`src/rtl/mem_port_arbiter.sv`:
```
`default_nettype none
// ==========================================================================
// mem_port_arbiter : round-robin sharing of one memory read port between two
//                    cache fill requesters, with a per-grant response watchdog.
// Revision: 1.0
// ==========================================================================
module mem_port_arbiter #(
  parameter int TIMEOUT = 64,
  parameter int WIDTH   = 32
) (
  input  logic             clock,
  input  logic             reset_n,
  input  logic             r0_enable,
  input  logic [WIDTH-1:0] r0_address,
  output logic             r0_data_valid,
  output logic [WIDTH-1:0] r0_data,
  output logic             r0_error,
  input  logic             r1_enable,
  input  logic [WIDTH-1:0] r1_address,
  output logic             r1_data_valid,
  output logic [WIDTH-1:0] r1_data,
  output logic             r1_error,
  output logic             mem_enable,
  output logic [WIDTH-1:0] mem_address,
  input  logic             mem_data_valid,
  input  logic [WIDTH-1:0] mem_data
);

  localparam int TIMER_W      = (TIMEOUT > 0) ? $clog2(TIMEOUT + 1) : 1;
  localparam int TIMER_LAST_I = (TIMEOUT > 0) ? TIMEOUT - 1 : 0;
  localparam int TIMER_MAX_I  = (TIMEOUT > 0) ? TIMEOUT : 0;
  localparam logic [TIMER_W-1:0] TIMER_LAST = TIMER_W'(TIMER_LAST_I);
  localparam logic [TIMER_W-1:0] TIMER_MAX  = TIMER_W'(TIMER_MAX_I);

  typedef enum logic [1:0] {
    IDLE = 2'd0,
    GNT0 = 2'd1,
    GNT1 = 2'd2
  } state_t;

  state_t             state;
  state_t             arb_next;
  logic               prio;
  logic [TIMER_W-1:0] timer;
  logic [WIDTH-1:0]   addr_q;

  logic owner;
  logic owner_en;
  logic rearb;
  logic arb_prio;
  logic abort;
  logic timeout_hit;

  generate
    if (TIMEOUT > 0) begin : g_watchdog
      assign timeout_hit = (timer == TIMER_LAST);
    end else begin : g_no_watchdog
      assign timeout_hit = 1'b0;
    end
  endgenerate

  assign owner    = (state == GNT1);
  assign owner_en = owner ? r1_enable : r0_enable;

  // Decide whether this edge re-arbitrates, and which prio the tie-break uses.
  always_comb begin
    rearb    = 1'b0;
    arb_prio = prio;
    abort    = 1'b0;
    case (state)
      IDLE: rearb = 1'b1;
      GNT0, GNT1: begin
        if (mem_data_valid) begin
          rearb    = 1'b1;
          arb_prio = ~owner;
        end else if (!owner_en) begin
          rearb = 1'b1;
        end else if (timeout_hit) begin
          rearb    = 1'b1;
          arb_prio = ~owner;
          abort    = 1'b1;
        end
      end
      default: rearb = 1'b1;
    endcase
  end

  always_comb begin
    arb_next = IDLE;
    if (r0_enable && r1_enable) begin
      arb_next = arb_prio ? GNT1 : GNT0;
    end else if (r0_enable) begin
      arb_next = GNT0;
    end else if (r1_enable) begin
      arb_next = GNT1;
    end
  end

  always_ff @(posedge clock) begin
    if (!reset_n) begin
      state      <= IDLE;
      prio       <= 1'b0;
      timer      <= '0;
      addr_q     <= '0;
      mem_enable <= 1'b0;
      r0_error   <= 1'b0;
      r1_error   <= 1'b0;
    end else begin
      r0_error <= abort && !owner;
      r1_error <= abort && owner;
      if (rearb) begin
        state      <= arb_next;
        prio       <= arb_prio;
        mem_enable <= (arb_next != IDLE);
        timer      <= '0;
        if (arb_next == GNT0) begin
          addr_q <= r0_address;
        end else if (arb_next == GNT1) begin
          addr_q <= r1_address;
        end
      end else if (timer != TIMER_MAX) begin
        timer <= timer + TIMER_W'(1);
      end
    end
  end

  // Data is shared; only the valid strobe is steered to the granted requester.
  assign mem_address   = addr_q;
  assign r0_data       = mem_data;
  assign r1_data       = mem_data;
  assign r0_data_valid = mem_data_valid && r0_enable && (state == GNT0);
  assign r1_data_valid = mem_data_valid && r1_enable && (state == GNT1);

endmodule
`default_nettype wire

```
`config.mk`:
```
export PLATFORM = sky130hd
export DESIGN_NAME = mem_port_arbiter
export DESIGN_NICKNAME = d
export VERILOG_FILES = /design/src/rtl/mem_port_arbiter.sv
export SDC_FILE = /design/constraint.sdc
export NUM_CORES = 1
export LEC_CHECK = 0
export CAP_MARGIN = 10
export CORE_MARGIN = 2
export CORE_UTILIZATION = 38
export CTS_CLUSTER_SIZE = 20
export DETAILED_ROUTE_END_ITERATION = 6
export HOLD_SLACK_MARGIN = 0.05
export PLACE_DENSITY = 0.89
export SYNTH_ARGS = -nofsm -noshare
export SYNTH_HDL_FRONTEND = slang
export SYNTH_SLANG_ARGS = --single-unit
export TNS_END_PERCENT = 30
```
`constraint.sdc`:
```
create_clock -name clock -period 2.7 [get_ports clock]
set_input_delay 0.675 -clock clock [delete_from_list [all_inputs] [get_ports clock]]
set_output_delay 0.675 -clock clock [all_outputs]
set_load 0.005 [all_outputs]
```
==> results.txt <==
The number of buffers inserted by port buffering is 105. Counting stages on the worst path, the most repeated cell is sky130_fd_sc_hd__clkdlybuf4s50_1. Measured against its own limit, the worst slew margin works out to 65.9%. The placed instance area came out at 3970 sq um. The post-route standard cell area excluding fillers is 4080 sq um. The post-synthesis cell type count is 39. Clock tree synthesis found a total of 45 sinks. The wire length of the first global-routing pass is 13200 um. The floorplan step defined a core boundary enclosing 8260 sq um. The cell area power density came out at 474 nW/um^2. The clock passes through at most 2 buffers. The run finished with clean final reports. Across the VDD grid, the largest voltage drop is 0.207 mV. The initial antenna violation count is 0. Setup violations remaining at the end of the flow were counted as 0. The kind of launch point of the worst setup path is an input pin.

The clock network is responsible for 27.7% of the overall power. TritonCTS built the clock tree. Ranked by total cell area, the synthesized netlist is headed by sky130_fd_sc_hd__dfxtp_1, sky130_fd_sc_hd__buf_4, sky130_fd_sc_hd__nor4_2, sky130_fd_sc_hd__nor3_2, sky130_fd_sc_hd__nor3_1. Global routing finished with a remaining overflow of 0. The origin of the worst setup path is mem_data_valid. The logic gate share of total power came out at 33.3%. The startpoint identified for the worst register-to-register timing path is state[0]$_SDFFE_PN0P_. The layout net count is 505. In this run, synthesis produced a sequential element count of 45. The weighted congestion at the end of routability-driven global placement came out at 0.789. The number of flops mapped to enable cells by yosys came out at 0. The switching fraction of total power came out at 29.6%.

Of the total synthesized cell area, the portion taken by XOR and XNOR cells is 1.35%. The half-perimeter wire length after placement came out at 5930 um. The net switching power figure is 0.574 mW.

The wire length reported by the detailed router is 8620 um. The internal power came out at 1.36 mW. After detailed routing, the number of vias per cell comes to 5.69. Setup repair after global routing left no endpoint under its margin. For the final routed database, the setup TNS stands at 0 ns.

In the synthesized netlist the dominant register cell turns out to be sky130_fd_sc_hd__dfxtp_1. The most area-hungry cell type in the Yosys netlist is sky130_fd_sc_hd__dfxtp_1. The data arrival time at the worst-slack endpoint came out at 1.91 ns. The via count of the first global-routing pass is 2868. The number of slew-limit violations in the final report is 0. The relative contribution of sequential cells to total power is 39.1%. Among all stages on the critical path, the largest delay is contributed by sky130_fd_sc_hd__clkdlybuf4s50_1. The per-instance average area after synthesis is 8.99 sq um. In this run the worst path has a maximum fanout of 4. The clock latency on the worst-skew pair is 0.30 ns. The final-layout fill cell count came out at 777. The synthesized netlist devotes 33.3% of its cell area to simple gates. The ratio of cells with drive above 1 in the final layout came out at 23.4%.

The remaining routing DRC violations came out at 0. The boundary pin count came out at 202. The worst-margin pin slew came out at 0.511 ns.

TritonCTS created 5 clock buffers. The sequential share of the synthesized area is 27.7%. The maximum number of pins on one net before global-route repair is 39. For this block, the initial DRC count from the detailed router was 140. The worst setup path is captured at a primary output. The number of max-cap violations came out at 0. After synthesis, the largest family of logic cells by area is simple AND/OR/NAND/NOR gates. The classification of the worst setup path is input pin to primary output.

The minimum clock period after layout came out at 2.59 ns. In this design, the stage delay of the slowest critical-path cell is 0.52 ns. The post-synthesis instance area came out at 3260 sq um. The critical path contains buffers and inverters numbering 2 combined. The fraction of the mapped netlist area in adder cells is 1.54%.

The number of endpoints with negative hold slack in the final report is 0. Summed over all cells, the static leakage comes to 1.31 nW. Measured along the y axis, the die boundary spans 96.6 um. In the post-synthesis netlist, the cell with the most instances is sky130_fd_sc_hd__buf_4. The commonest cells after synthesis are sky130_fd_sc_hd__buf_4, sky130_fd_sc_hd__dfxtp_1, sky130_fd_sc_hd__nor3_1. In this run the number of H-tree levels came out at 2. The final worst-path cycle share came out at 95.8%. The post-cts gate resize count came out at 0. The maximum clock rate came out at 387 MHz. Between clock sinks in the finished design, the worst skew comes to 0.00693 ns. In this run the most critical hold path is launched from state[0]$_SDFFE_PN0P_.

The worst min-delay path category is flip-flop to flip-flop. From synthesis to final layout, the design area changed by 25.4%. The starting density of the core is 39.4%. After synthesis, the share of flip-flops with an asynchronous set or reset is 0%.

The residual antenna-violating net count after detailed routing came out at 0. The number of warnings printed during yosys synthesis is 0. Before antenna repair, the detailed router went through 5 iterations.

The number of instances in the synthesized netlist came out at 362. The full die area is 9320 sq um. The count of standard-cell rows came out at 33. Clock tree synthesis selected as its root buffer the cell sky130_fd_sc_hd__clkbuf_8. Measured along the x axis, the die boundary spans 96.6 um. The total inserted antenna cells is 0. The number of hold buffers added after cts is 0. The area share of the largest cell type after synthesis is 27.7%. At the worst endpoint, the required time is 2.03 ns. Synthesis produced a netlist with a net count of 467. The total global routing track utilization is 17.7%. Traced cell by cell, the critical path runs through clkdlybuf4s50_1, and3_1, clkdlybuf4s50_1. The multiplexer fraction of the synthesized cell area came out at 0%. The category of cells accounting for the largest share of critical-path delay is buffers and inverters. The via count came out at 2879. The share of the synthesized area in compound gates (AO/OA/AOI/OAI) is 15.9%. After detailed routing, the average wire length per cell comes to 17.0 um.

The post-CTS clock slew at the launch and capture registers of the worst setup and hold paths is 0.09 ns. The number of setup buffers added after CTS is 0.
==> layout make-up <==
cell class	count	area, sq um	area share (%)
Clock inverter	1	30.0	0.735
Inverter	5	18.8	0.460
Timing Repair Buffer	120	1210	29.7
Multi-Input combinational cell	223	1700	41.7
Tap cell	105	131	3.22
Clock buffer	7	86.3	2.11
Sequential cell	45	901	22.1
==> routing by layer <==
layer	track usage [%]	wire length [um]	vias up
met4	4.93	88	0
met3	3.65	720	22
li1	-	-	1348
met1	21.2	3470	1376
met2	31.9	4340	133
met5	0	0	-
==> cell usage in the layout, fill, tap and decap left out, types with 5 or more instances in the layout <==
| cell type | n |
|---|---|
| sky130_fd_sc_hd__clkdlybuf4s50_1 | 105 |
| sky130_fd_sc_hd__dfxtp_1 | 45 |
| sky130_fd_sc_hd__nor3_1 | 41 |
| sky130_fd_sc_hd__o21ai_0 | 33 |
| sky130_fd_sc_hd__o22ai_1 | 32 |
| sky130_fd_sc_hd__nor3_2 | 29 |
| sky130_fd_sc_hd__nor4_2 | 29 |
| sky130_fd_sc_hd__buf_4 | 11 |
| sky130_fd_sc_hd__nor2_1 | 9 |
| sky130_fd_sc_hd__clkbuf_8 | 6 |
| sky130_fd_sc_hd__inv_1 | 5 |
==> sequential cells by signal (all words and copies together), names as in the netlist <==
| signal | cells |
|---|---|
| timer | 7 |
| r1_error | 1 |
| r0_error | 1 |
| state | 2 |
| mem_address | 32 |
| prio | 1 |
| mem_enable | 1 |
==> worst paths after layout <==
| kind | endpoint | slack (ns) | cells after the start |
|---|---|---|---|
| worst max register to register | mem_address[24]$_SDFFE_PN0P_ | 0.51 | 8 |
| worst min-delay path | state[0]$_SDFFE_PN0P_ | 0.50 | 2 |
| worst min register to register | state[0]$_SDFFE_PN0P_ | 0.50 | 2 |
| worst max-delay path | r1_data_valid | 0.11 | 3 |
==> worst register-to-register path, cell delays in order (launching register included) <==
cell,delay [ns]
sky130_fd_sc_hd__dfxtp_1,0.37
sky130_fd_sc_hd__inv_1,0.06
sky130_fd_sc_hd__ha_1,0.35
sky130_fd_sc_hd__nor4bb_4,0.30
sky130_fd_sc_hd__a311oi_2,0.16
sky130_fd_sc_hd__a221oi_4,0.25
sky130_fd_sc_hd__buf_12,0.25
sky130_fd_sc_hd__nor3_1,0.10
sky130_fd_sc_hd__nor4_2,0.26
==> per-stage QoR <==
stage	hold WS, ns	std cells	util (%)	setup WS, ns	power, mW
after floorplan	0.452	362	-	0.666	1.17
after global placement	0.465	498	48.0	0.121	1.40
after detailed placement	0.490	498	48.0	0.0558	1.42
after CTS	0.502	506	49.5	0.117	1.96
after global routing	0.532	506	49.5	0.0814	2.04
final	0.498	506	49.5	0.113	1.94
==> power groups by stage <==
stage | clock, mW | combinational [mW] | sequential, mW
after floorplan | 0 | 0.398 | 0.772
after global placement | 0 | 0.630 | 0.769
after detailed placement | 0 | 0.644 | 0.772
after CTS | 0.553 | 0.648 | 0.757
after global routing | 0.578 | 0.693 | 0.764
final | 0.535 | 0.644 | 0.757
==> cells by family (layout without fill, tap and decap cells) <==
kind of cell,after synthesis,in the layout
AO/OA/AOI/OAI,80,80
XOR/XNOR,5,5
adder cells (fa/ha/maj),4,4
buffers and inverters,94,133
flip-flops,45,45
AND/OR/NAND/NOR,134,134
No activity file was read; power rests on OpenSTA's default activity.
==> RTL change (same flow settings) <==
Add an input register stage for `r0_enable`, `r0_address`, `r1_enable`, `r1_address`, `mem_data_valid` and `mem_data`, with the module's reset; this delays them by one clock.
--- a/src/rtl/mem_port_arbiter.sv
+++ b/src/rtl/mem_port_arbiter.sv
@@ -40,2 +40,27 @@
 
+  logic r0_enable_q;
+  logic [WIDTH-1:0] r0_address_q;
+  logic r1_enable_q;
+  logic [WIDTH-1:0] r1_address_q;
+  logic mem_data_valid_q;
+  logic [WIDTH-1:0] mem_data_q;
+
+  always_ff @(posedge clock) begin
+    if (!reset_n) begin
+      r0_enable_q      <= '0;
+      r0_address_q     <= '0;
+      r1_enable_q      <= '0;
+      r1_address_q     <= '0;
+      mem_data_valid_q <= '0;
+      mem_data_q       <= '0;
+    end else begin
+      r0_enable_q      <= r0_enable;
+      r0_address_q     <= r0_address;
+      r1_enable_q      <= r1_enable;
+      r1_address_q     <= r1_address;
+      mem_data_valid_q <= mem_data_valid;
+      mem_data_q       <= mem_data;
+    end
+  end
+
   state_t             state;
@@ -62,3 +87,3 @@
   assign owner    = (state == GNT1);
-  assign owner_en = owner ? r1_enable : r0_enable;
+  assign owner_en = owner ? r1_enable_q : r0_enable_q;
 
@@ -72,3 +97,3 @@
       GNT0, GNT1: begin
-        if (mem_data_valid) begin
+        if (mem_data_valid_q) begin
           rearb    = 1'b1;
@@ -89,7 +114,7 @@
     arb_next = IDLE;
-    if (r0_enable && r1_enable) begin
+    if (r0_enable_q && r1_enable_q) begin
       arb_next = arb_prio ? GNT1 : GNT0;
-    end else if (r0_enable) begin
+    end else if (r0_enable_q) begin
       arb_next = GNT0;
-    end else if (r1_enable) begin
+    end else if (r1_enable_q) begin
       arb_next = GNT1;
@@ -116,5 +141,5 @@
         if (arb_next == GNT0) begin
-          addr_q <= r0_address;
+          addr_q <= r0_address_q;
         end else if (arb_next == GNT1) begin
-          addr_q <= r1_address;
+          addr_q <= r1_address_q;
         end
@@ -128,6 +153,6 @@
   assign mem_address   = addr_q;
-  assign r0_data       = mem_data;
-  assign r1_data       = mem_data;
-  assign r0_data_valid = mem_data_valid && r0_enable && (state == GNT0);
-  assign r1_data_valid = mem_data_valid && r1_enable && (state == GNT1);
+  assign r0_data       = mem_data_q;
+  assign r1_data       = mem_data_q;
+  assign r0_data_valid = mem_data_valid_q && r0_enable_q && (state == GNT0);
+  assign r1_data_valid = mem_data_valid_q && r1_enable_q && (state == GNT1);
 
Function: changed (Yosys sat finds a counterexample within 4 cycles, from zero or initial values and one cycle with reset_n low).
==> RTL change against the original RTL <==
Setup slack worse by 0.031 ns. Sequential power grew to 3.1 times the old value. Sequential cell count increased by 99. Fmax decreased by 1.2%. Total power rose to 2.8 times the old value. Area after synthesis grew 67%. Wire length is 63% higher. Final area up 96%. Largest power group is now the clock network.
==> RTL change: results <==
{
  "use_met2_pct": 30.29,
  "vdd_drop_max_v": 0.0004410,
  "wl_met1_um": 5868,
  "crit_path_top_delay_cell": "o211ai_2",
  "place_congestion": 0.7393,
  "power_leakage_nw": 3.011,
  "wl_met2_um": 6653,
  "status": "finished, final reports clean",
  "multiInputGateArea_um2": 2128,
  "n_all_buffers": 213,
  "cts-buffers-inserted": 17,
  "synth_fa_ha_area_share_pct": 0.9210,
  "worstSetupPathType": "flip-flop to flip-flop",
  "root_buffer": "clkbuf_16",
  "first_iter_violations": 332,
  "dpl-instance-area_um2": 7355,
  "grt.met3_usage_pct": 6.914,
  "synth_nets": 643,
  "cts.sinks": 144,
  "grt_use_met1_pct": 20.90,
  "wire_per_inst_um": 15.67,
  "wl_met3_um": 1271,
  "htreeDepth": 4,
  "placed_cells": 864,
  "clock_buffers": 20,
  "num_vias": 4470,
  "worst_path_largest_cell_delay_ns": 0.87,
  "nMultiInputCombCells": 323,
  "fillers": 1139,
  "r2r_cells": 7,
  "tightest_slew_ns": 1.092,
  "rrSetupSlack_ns": 0.08,
  "clk_share_pct": 7.870,
  "yosysSeqAreaShare_pct": 53.05,
  "layout-drive-gt1-share_pct": 11.16,
  "dp_hpwl_um": 9158,
  "r2r-end": "mem_address[5]"
}
## RTL change: logic make-up after synthesis
logic type,after synthesis
buffers and inverters,72
XOR/XNOR,5
AO/OA/AOI/OAI,78
AND/OR/NAND/NOR,235
adder cells (fa/ha/maj),4
flip-flops,144
## RTL change: report_power, final
| part | leakage [nW] | switching [mW] | total (mW) | internal (mW) |
|---|---|---|---|---|
| registers | 1.19 | 0.0758 | 2.33 | 2.25 |
| clock network | 0.297 | 0.882 | 2.46 | 1.57 |
| logic | 1.52 | 0.251 | 0.651 | 0.400 |
## RTL change: stage by stage
stage               hold WS (ns)  total power, mW  utilization (%)  worst slack (ns)
global route              0.5177            5.672            57.39           0.01223
detailed placement        0.4805            3.021            52.78           0.09900
global placement          0.4628            3.005            52.78            0.2371
finish                    0.4836            5.437            57.39           0.08222
floorplan                 0.4530            2.650                -            0.6847
CTS                       0.4883            5.495            57.30           0.08327
## RTL change: worst max-delay path: cells and delay by family (launching register included)
| kind | cells | cell delay [ns] |
|---|---|---|
| AOI/OAI and AO/OA | 1 | 0.87 |
| buffers and inverters | 1 | 0.05 |
| and+or+nand+nor | 4 | 0.86 |
| adders and majority gates | 1 | 0.38 |
| DFF | 1 | 0.35 |
## RTL change: worst min path at each step
stage | depth (start not counted) | slack [ns] | endpoint | from
2_1_floorplan | 2 | 0.45 | state[1] | state[1]
3_3_place_gp | 2 | 0.46 | state[0] | state[0]
3_5_place_dp | 2 | 0.48 | state[0] | state[0]
4_1_cts | 2 | 0.49 | state[0] | state[0]
5_1_grt | 2 | 0.52 | state[1] | state[1]
6_report | 2 | 0.48 | state[0] | state[0]
## RTL change: repair_timing
action,4_1_cts,5_1_grt
setup endpoints to repair,0,16
endpoints found under the hold margin,0,0
hold buffers,0,0
